File: src/rtl/arilla_arb_pkg.sv
// Shared types and width helpers for the arilla bus arbiter and its picker.
package arilla_arb_pkg;

  // Two-state arbiter FSM, kept as plain constants for legacy tools.
  typedef logic [0:0] arb_state_t;

  localparam arb_state_t ST_IDLE  = 1'b0;
  localparam arb_state_t ST_OWNED = 1'b1;

  // Width of a master index. At least one bit, even for a single master.
  function automatic int unsigned idx_width(input int unsigned n);
    return (n <= 1) ? 1 : $clog2(n);
  endfunction

  // Width of the watchdog counter. It must be able to hold TimeoutCycles.
  function automatic int unsigned wd_width(input int unsigned t);
    return (t == 0) ? 1 : $clog2(t + 1);
  endfunction

endpackage

File: src/rtl/arilla_arb_picker.sv
// Combinational winner selection. Priority masters override the round-robin
// order. Otherwise the first requester after rr_ptr_i wins.
module arilla_arb_picker
  import arilla_arb_pkg::*;
#(
  parameter int unsigned            NumMasters   = 2,
  parameter logic [NumMasters-1:0]  PriorityMask = '0,
  localparam int unsigned           IdxW         = idx_width(NumMasters)
) (
  input  logic [NumMasters-1:0] req_i,
  input  logic [IdxW-1:0]       rr_ptr_i,
  output logic [IdxW-1:0]       winner_o,
  output logic                  valid_o
);

  logic [NumMasters-1:0] prio;
  logic [IdxW-1:0]       cand;

  // Lowest-index priority requester wins. Otherwise scan from rr_ptr_i+1 onward.
  always_comb begin
    // NOTE: give every always_comb output a default first, so a path that skips the assignment cannot infer a latch.
    prio     = req_i & PriorityMask;
    winner_o = '0;
    cand     = '0;
    if (|prio) begin
      // Scan downward so that the lowest set index is the last one written.
      for (int i = int'(NumMasters) - 1; i >= 0; i--) begin
        if (prio[i]) winner_o = IdxW'(i);
      end
    end else begin
      // Scan offsets from largest to smallest, so the nearest requester after the pointer is the last one written.
      for (int k = int'(NumMasters); k >= 1; k--) begin
        cand = IdxW'((int'(rr_ptr_i) + k) % int'(NumMasters));
        if (req_i[cand]) winner_o = cand;
      end
    end
  end

  assign valid_o = |req_i;

endmodule

File: src/rtl/arilla_bus_arbiter.sv
// Arbiter for the shared arilla bus. It issues a registered one-hot grant and
// combines fixed priority with round-robin fairness. It supports lock for
// multi-access sequences. A watchdog reclaims the bus from a hung owner.
module arilla_bus_arbiter
  import arilla_arb_pkg::*;
#(
  parameter int unsigned NumMasters    = 2,
  parameter int unsigned PriorityMask  = 32'b10,
  parameter int unsigned TimeoutCycles = 1024,
  localparam int unsigned IdxW         = idx_width(NumMasters)
) (
  input  logic                  clk,
  input  logic                  rst_n,
  input  logic [NumMasters-1:0] req,
  input  logic [NumMasters-1:0] lock,
  input  logic [NumMasters-1:0] done,
  output logic [NumMasters-1:0] gnt,
  output logic [IdxW-1:0]       owner,
  output logic                  busy,
  output logic                  timeout
);

  localparam int unsigned           WdW      = wd_width(TimeoutCycles);
  localparam logic [NumMasters-1:0] PrioMask = PriorityMask[NumMasters-1:0];
  localparam bit                    WdEn     = (TimeoutCycles != 0);
  localparam logic [WdW-1:0]        WdLast   = WdEn ? WdW'(TimeoutCycles - 1) : '0;
  localparam logic [WdW-1:0]        WdMax    = '1;

  arb_state_t            state_q, state_d;
  logic [NumMasters-1:0] gnt_q, gnt_d;
  logic [IdxW-1:0]       owner_q, owner_d;
  logic [IdxW-1:0]       rr_ptr_q, rr_ptr_d;
  logic [WdW-1:0]        wd_q, wd_d;
  logic                  timeout_q, timeout_d;
  logic                  rel;

  logic [IdxW-1:0]       pick_winner;
  logic                  pick_valid;

  arilla_arb_picker #(
    .NumMasters  (NumMasters),
    .PriorityMask(PrioMask)
  ) u_picker (
    .req_i   (req),
    .rr_ptr_i(rr_ptr_q),
    .winner_o(pick_winner),
    .valid_o (pick_valid)
  );

  // Next state: grant from IDLE, then hold, extend or release the owner in OWNED.
  always_comb begin
    state_d   = state_q;
    gnt_d     = gnt_q;
    owner_d   = owner_q;
    rr_ptr_d  = rr_ptr_q;
    wd_d      = wd_q;
    timeout_d = 1'b0;
    rel       = 1'b0;
    case (state_q)
      ST_IDLE: begin
        if (pick_valid) begin
          state_d  = ST_OWNED;
          gnt_d    = NumMasters'(1) << pick_winner;
          owner_d  = pick_winner;
          rr_ptr_d = pick_winner;
          wd_d     = '0;
        end
      end
      ST_OWNED: begin
        // Only the owner's req/done/lock matter. A done always beats the watchdog.
        if (!req[owner_q] || (done[owner_q] && !lock[owner_q])) begin
          rel = 1'b1;
        end else if (done[owner_q]) begin
          wd_d = '0;
        end else if (WdEn && (wd_q == WdLast)) begin
          rel       = 1'b1;
          timeout_d = 1'b1;
        end else if (wd_q != WdMax) begin
          wd_d = wd_q + WdW'(1);
        end
        // Release always passes through IDLE, which gives one dead cycle between owners.
        if (rel) begin
          state_d = ST_IDLE;
          gnt_d   = '0;
        end
      end
      default: state_d = ST_IDLE;
    endcase
  end

  // State registers with synchronous active-low reset.
  always_ff @(posedge clk) begin
    // NOTE: sequential state uses non-blocking assignments, so every register samples pre-edge values.
    if (!rst_n) begin
      state_q   <= ST_IDLE;
      gnt_q     <= '0;
      owner_q   <= '0;
      rr_ptr_q  <= IdxW'(NumMasters - 1);
      wd_q      <= '0;
      timeout_q <= 1'b0;
    end else begin
      state_q   <= state_d;
      gnt_q     <= gnt_d;
      owner_q   <= owner_d;
      rr_ptr_q  <= rr_ptr_d;
      wd_q      <= wd_d;
      timeout_q <= timeout_d;
    end
  end

  assign gnt     = gnt_q;
  assign owner   = owner_q;
  assign busy    = (state_q == ST_OWNED);
  assign timeout = timeout_q;

endmodule

File: config.mk
export PLATFORM = sky130hd
export DESIGN_NAME = arilla_bus_arbiter
export DESIGN_NICKNAME = d
export VERILOG_FILES = /design/src/rtl/arilla_arb_pkg.sv /design/src/rtl/arilla_arb_picker.sv /design/src/rtl/arilla_bus_arbiter.sv
export SDC_FILE = /design/constraint.sdc
export NUM_CORES = 1
export LEC_CHECK = 0
export BUFFER_PORTS_ARGS = -buffer_cell sky130_fd_sc_hd__buf_2
export CAP_MARGIN = 20
export CORE_AREA = 3 3 50 52
export DETAILED_ROUTE_END_ITERATION = 6
export DIE_AREA = 0 0 53 55
export GPL_ROUTABILITY_DRIVEN = 0
export PLACE_DENSITY = 0.63
export SLEW_MARGIN = 15
export SYNTH_ARGS = -nofsm -noshare
export SYNTH_HDL_FRONTEND = slang
export SYNTH_SLANG_ARGS = --single-unit
File: constraint.sdc
create_clock -name clk -period 2.2 [get_ports clk]
set_input_delay 0.11 -clock clk [delete_from_list [all_inputs] [get_ports clk]]
set_output_delay 0.11 -clock clk [all_outputs]
set_load 0.01 [all_outputs]
==> flow_metrics.env, run 1 <==
export IMPL_outcome="completed"
export IMPL_finalHoldViolations=0
export IMPL_async_flop_share=0
export IMPL_ys_flop_type="dfxtp_1"
export IMPL_min_path_cells=3
export IMPL_cpMaxStageDelayCell="dfxtp_1"
export IMPL_seq_power_share=0.495
export IMPL_wl_mm=2.155
export IMPL_grt_usage=0.1770
export IMPL_worstSetupPathType="register to register"
export IMPL_fmax_mhz=606.2
export IMPL_cts_setup_buffers=0
export IMPL_hold_class="input port to register"
export IMPL_crit_path_max_fanout=7
export IMPL_avgViaCountPerCell=5.852
export IMPL_path_buf_inv=0
export IMPL_critPathMaxStageDelay_ps=350
export IMPL_postCtsResizedCells=0
export IMPL_hpwl_mm=1.588
export IMPL_drc=0
export IMPL_fin_tns_setup_ps=0
export IMPL_die_x_um=53
export IMPL_rrSetupSlack_ps=550
export IMPL_netlist_instances=102
export IMPL_r2r_start="wd_q[0]"
export IMPL_rr_endpoint="wd_q[5]"
export IMPL_cellLeakagePower_nw=0.3998
export IMPL_dp_cells=138
export IMPL_port_buffers=12
export IMPL_cp_start_kind="register"
export IMPL_drive_above_1_share=0.2368
export IMPL_clk_latency_ps=290
export IMPL_final_nets=124
export IMPL_cts_root_buf="clkbuf_4"
export IMPL_finalCriticalPeriod_ps=1649
export IMPL_core_um2=2148
export IMPL_seq_area_frac_synth=0.3364
export IMPL_ys_types=40
export IMPL_clk_path_buf_depth=2
export IMPL_p_sw_frac=0.2787
export IMPL_cts_inserted_buffers=3
export IMPL_max_vdd_ir_drop_v=0.0003029
export IMPL_hold_end="gnt[0]"
export IMPL_endpoint_kind="register"
export IMPL_routedWlPerCell_um=15.18
export IMPL_hold_buffers=0
export IMPL_overflow=0
export IMPL_die_h_um=55
export IMPL_crit_family="simple AND/OR/NAND/NOR gates"
export IMPL_cp_arrival_ps=1840
export IMPL_cts_htree_levels=1
export IMPL_reg2reg_depth=5
export IMPL_fin_util=0.4921
export IMPL_setup_viol=0
export IMPL_die_area_um2=2915
export IMPL_skew_ps=2.116
export IMPL_cts_sinks=16
export IMPL_p_sw_mw=0.1715
export IMPL_max_slew_margin=0.7462
export IMPL_rsz0062_at_grt="no"
export IMPL_grt_pass1_wl_mm=3.739
export IMPL_antenna_found_initial=0
export IMPL_final_cells=142
export IMPL_start_util=0.4432
export IMPL_maxCapViolCount=0
export IMPL_n_antenna_cell=0
export IMPL_syn_area_per_cell_um2=9.335
export IMPL_drv_slew=0
export IMPL_worstMarginPinSlew_ps=379.9
export IMPL_grt_max_degree=15
export IMPL_drt_iter0_markers=14
export IMPL_path_cells="ha_1 > and3_1 > and4_4 > a211o_1 > a32o_1"
export IMPL_ant_nets=0
export IMPL_num_io_pins=13
export IMPL_power_density_nw_per_um2=582.0
export IMPL_worst_hold_startpoint="req[1]"
export IMPL_p_int_mw=0.4438
export IMPL_placement_rows=17
export IMPL_syn_nets=111
export IMPL_worstPathRequired_ps=2390
export IMPL_ys_warn_count=0
export IMPL_netlist_area_um2=952.2
export IMPL_synth_edf_count=0
export IMPL_vias=831
export IMPL_finalCritPeriodShare=0.7498
export IMPL_fillers=212
export IMPL_cts_tree="built"
export IMPL_synth_seq_cells=16
export IMPL_area_growth_pct=11.04
export IMPL_clkPwrFrac=0.323
export IMPL_combPwrFrac=0.182
export IMPL_drt_pass1_iterations=4
export IMPL_grt_pass1_vias=828
export IMPL_clk_pin_slew_ps=100
cell usage in the layout (no fill, tap or decap), types with 4 or more instances in the layout:
cell type | netlist | routed
a32o_1 | 5 | 5
nand3_1 | 4 | 4
buf_2 | 0 | 12
nand2_1 | 10 | 10
and3_1 | 6 | 6
nor2_1 | 4 | 4
dfxtp_1 | 16 | 16
worst reg2reg max path, cell delays in order (launching register included):
cell	delay, ps
dfxtp_1	350
ha_1	240
and3_1	270
and4_4	230
a211o_1	270
a32o_1	200
metal layers:
metal	track usage	routed length, um	vias up
met4	0.07234	26	0
li1	-	-	421
met2	0.2913	1011	18
met5	0	0	-
met3	0.03485	79	4
met1	0.2275	1038	388
cell type report:
type                       instances  area (um2)  area share
multi-input combinational         80       598.1      0.5657
timing repair buffer              12       60.06     0.05680
clock buffer                       4       36.28     0.03432
sequential                        16       320.3      0.3030
tap                               28       35.03     0.03314
inverter                           2       7.507    0.007101
power by group through the flow:
stage                     clock (mW)  sequential (mW)  combinational [mW]
final                          0.199            0.305               0.112
after CTS                      0.203            0.305               0.112
after global placement             0            0.311               0.111
after floorplan                    0            0.313              0.0771
after global routing           0.219            0.306               0.123
after detailed placement           0            0.311               0.111
sequential cells by signal (all words and copies together), names as in the netlist:
signal and count:
wd_q 11, gnt 2, busy 1, owner 1, timeout 1
cell usage after synthesis, types with 4 or more instances:
master / instances / area [um2]
a32o_1: 5 / 50.05
and3_1: 6 / 37.54
dfxtp_1: 16 / 320.3
nand2_1: 10 / 37.54
nand3_1: 4 / 20.02
nor2_1: 4 / 15.01
worst max-delay path by stage:
stage	startpoint	endpoint	slack (ps)	cells past startpoint
floorplan	wd_q[0]	wd_q[9]	590	6
global placement	wd_q[0]	wd_q[9]	590	5
detailed placement	wd_q[0]	wd_q[5]	560	5
CTS	wd_q[0]	wd_q[5]	550	5
global route	wd_q[0]	wd_q[3]	400	5
finish	wd_q[0]	wd_q[5]	550	5
stage by stage:
step | instance area [um2] | hold slack, ps | setup slack (ps) | power (mW)
global placement | 1021 | 451.0 | 590.5 | 0.4224
CTS | 1057 | 147.5 | 549.6 | 0.6196
global route | 1057 | 165.7 | 397.1 | 0.6487
floorplan | 952.2 | 257.1 | 594.3 | 0.3905
finish | 1057 | 150.6 | 550.5 | 0.6153
detailed placement | 1021 | 450.6 | 563.5 | 0.4224
logic make-up (layout without fill, tap and decap cells):
logic type      after synthesis  count (layout)  synth area share
simple gates                 48              48            0.3298
compound gates               30              30            0.2707
flops                        16              16            0.3364
buf+inv                       6              18           0.03549
fa+ha+maj                     1               1           0.01314
mux                           1               1           0.01445
Note: power is estimated with default switching activity, not from simulation.
==> run 2: changes to the inputs <==
- clock period: 2.2 -> 1.55 ns (I/O delays scaled with it)
==> flow_metrics.env, run 2 (same netlist as run 1, synthesis figures left out) <==
export IMPL_wl_mm=2.257
export IMPL_seq_area_um2=326.6
export IMPL_crit_family="compound AO/OA/AOI/OAI gates"
export IMPL_critPathMaxStageDelay_ps=360
export IMPL_cpMaxStageDelayCell="dfxtp_2"
export IMPL_multi_input_area_um2=615.6
export IMPL_grt_pass1_vias=855
export IMPL_cts_setup_buffers=0
export IMPL_finalCriticalPeriod_ps=1480
export IMPL_placement_rows=17
export IMPL_max_vdd_ir_drop_v=0.0005832
export IMPL_reg2reg_depth=5
export IMPL_endpoint_kind="register"
export IMPL_ant_nets=0
export IMPL_holdWs_ps=124.8
export IMPL_vias=915
export IMPL_fillers=196
export IMPL_drc=0
export IMPL_drt_pass1_iterations=4
export IMPL_final_cell_mix="13 x dfxtp_1, 12 x buf_2, 10 x nand2_1"
export IMPL_hold_buffers=0
export IMPL_finalHoldViolations=0
export IMPL_cts_root_buf="clkbuf_4"
export IMPL_die_area_um2=2915
export IMPL_start_util=0.4432
export IMPL_cp_start_kind="register"
export IMPL_die_h_um=55
export IMPL_worst_hold_startpoint="req[1]"
export IMPL_antenna_found_initial=0
export IMPL_clk_path_buf_depth=2
export IMPL_area_growth_pct=19.84
export IMPL_drive_above_1_share=0.3279
export IMPL_power_density_nw_per_um2=789.7
export IMPL_num_io_pins=13
export IMPL_hpwl_mm=1.687
export IMPL_regMostFlops="wd_q"
export IMPL_die_x_um=53
export IMPL_grt_usage=0.1796
export IMPL_cts_sinks=16
export IMPL_worstPathRequired_ps=1750
export IMPL_min_path_cells=3
export IMPL_finalCritPeriodShare=0.9549
export IMPL_drv_slew=0
export IMPL_largest_register_ffs=11
export IMPL_fmax_mhz=675.6
export IMPL_maxCapViolCount=0
export IMPL_routedWlPerCell_um=15.05
export IMPL_rr_endpoint="wd_q[9]"
export IMPL_skew_ps=10.40
export IMPL_final_cells=150
export IMPL_clk_latency_ps=300
export IMPL_cts_inserted_buffers=3
export IMPL_cellLeakagePower_nw=0.4352
export IMPL_rrSetupSlack_ps=70
export IMPL_drt_iter0_markers=31
export IMPL_max_slew_margin=0.7502
export IMPL_r2r_start="wd_q[1]"
export IMPL_avgViaCountPerCell=6.100
export IMPL_rsz0062_at_grt="no"
export IMPL_fin_ws_ps=69.92
export IMPL_grt_pass1_wl_mm=3.808
export IMPL_port_buffers=12
export IMPL_cts_htree_levels=1
export IMPL_outcome="completed"
export IMPL_worstSetupPathType="register to register"
export IMPL_cp_arrival_ps=1680
export IMPL_pre_cts_ws_ps=-6.743
export IMPL_hold_end="gnt[0]"
export IMPL_core_um2=2148
export IMPL_crit_path_max_fanout=5
export IMPL_total_power_mw=0.9012
export IMPL_overflow=0
export IMPL_clk_pin_slew_ps=110
export IMPL_path_buf_inv=0
export IMPL_setup_viol=0
export IMPL_grt_max_degree=15
export IMPL_layout_commonest_cell="dfxtp_1"
export IMPL_cts_tree="built"
export IMPL_hold_class="input port to register"
export IMPL_path_cells="ha_4 > and3_4 > and4_4 > a211o_1 > a32o_1"
export IMPL_n_antenna_cell=0
export IMPL_worstMarginPinSlew_ps=373.9
export IMPL_final_nets=132
export IMPL_dp_cells=146
run 2: routing by layer:
layer  global-route usage  part of all wire
met5                    0                 0
met4               0.1021             0.019
met3              0.01609             0.046
met2               0.3202              0.47
met1               0.2117              0.47
run 2: where the power goes:
| group | leakage [nW] | switching [mW] | internal [mW] |
|---|---|---|---|
| registers | 0.131 | 0.0113 | 0.421 |
| logic | 0.283 | 0.0974 | 0.0840 |
| clock network | 0.0210 | 0.144 | 0.143 |
run 2: area by class of cell:
type,count,area share
sequential,16,0.2862
clock buffer,4,0.03180
timing repair buffer,20,0.1053
tap,28,0.03070
multi-input combinational,80,0.5395
inverter,2,0.006579
run 2: what timing repair did:
action	CTS	global route
endpoints found under the setup margin	3	13
resized for setup	3	3
pin swaps	0	4
run 2: per-stage QoR:
stage / setup TNS [ps] / instance area, um2 / util
after CTS: 0 / 1127 / 0.5248
after detailed placement: -7.483 / 1085 / 0.5050
after global placement: 0 / 1085 / 0.5050
final: 0 / 1141 / 0.5312
after floorplan: 0 / 959.7 / -
after global routing: 0 / 1141 / 0.5312
run 2: how the worst max path moves through the flow:
stage / cells after the start / endpoint / from
6_report: 5 / wd_q[9] / wd_q[1]
4_1_cts: 5 / gnt[1] / owner
2_1_floorplan: 6 / wd_q[9] / wd_q[1]
3_5_place_dp: 5 / wd_q[9] / wd_q[1]
3_3_place_gp: 5 / wd_q[9] / wd_q[1]
5_1_grt: 5 / wd_q[7] / wd_q[1]
run 2: tightest hold or removal path, delay by kind of cell:
kind	cells	cell delay, ps
AO/OA/AOI/OAI	1	70
buffers and inverters	1	110
AND/OR/NAND/NOR	1	120
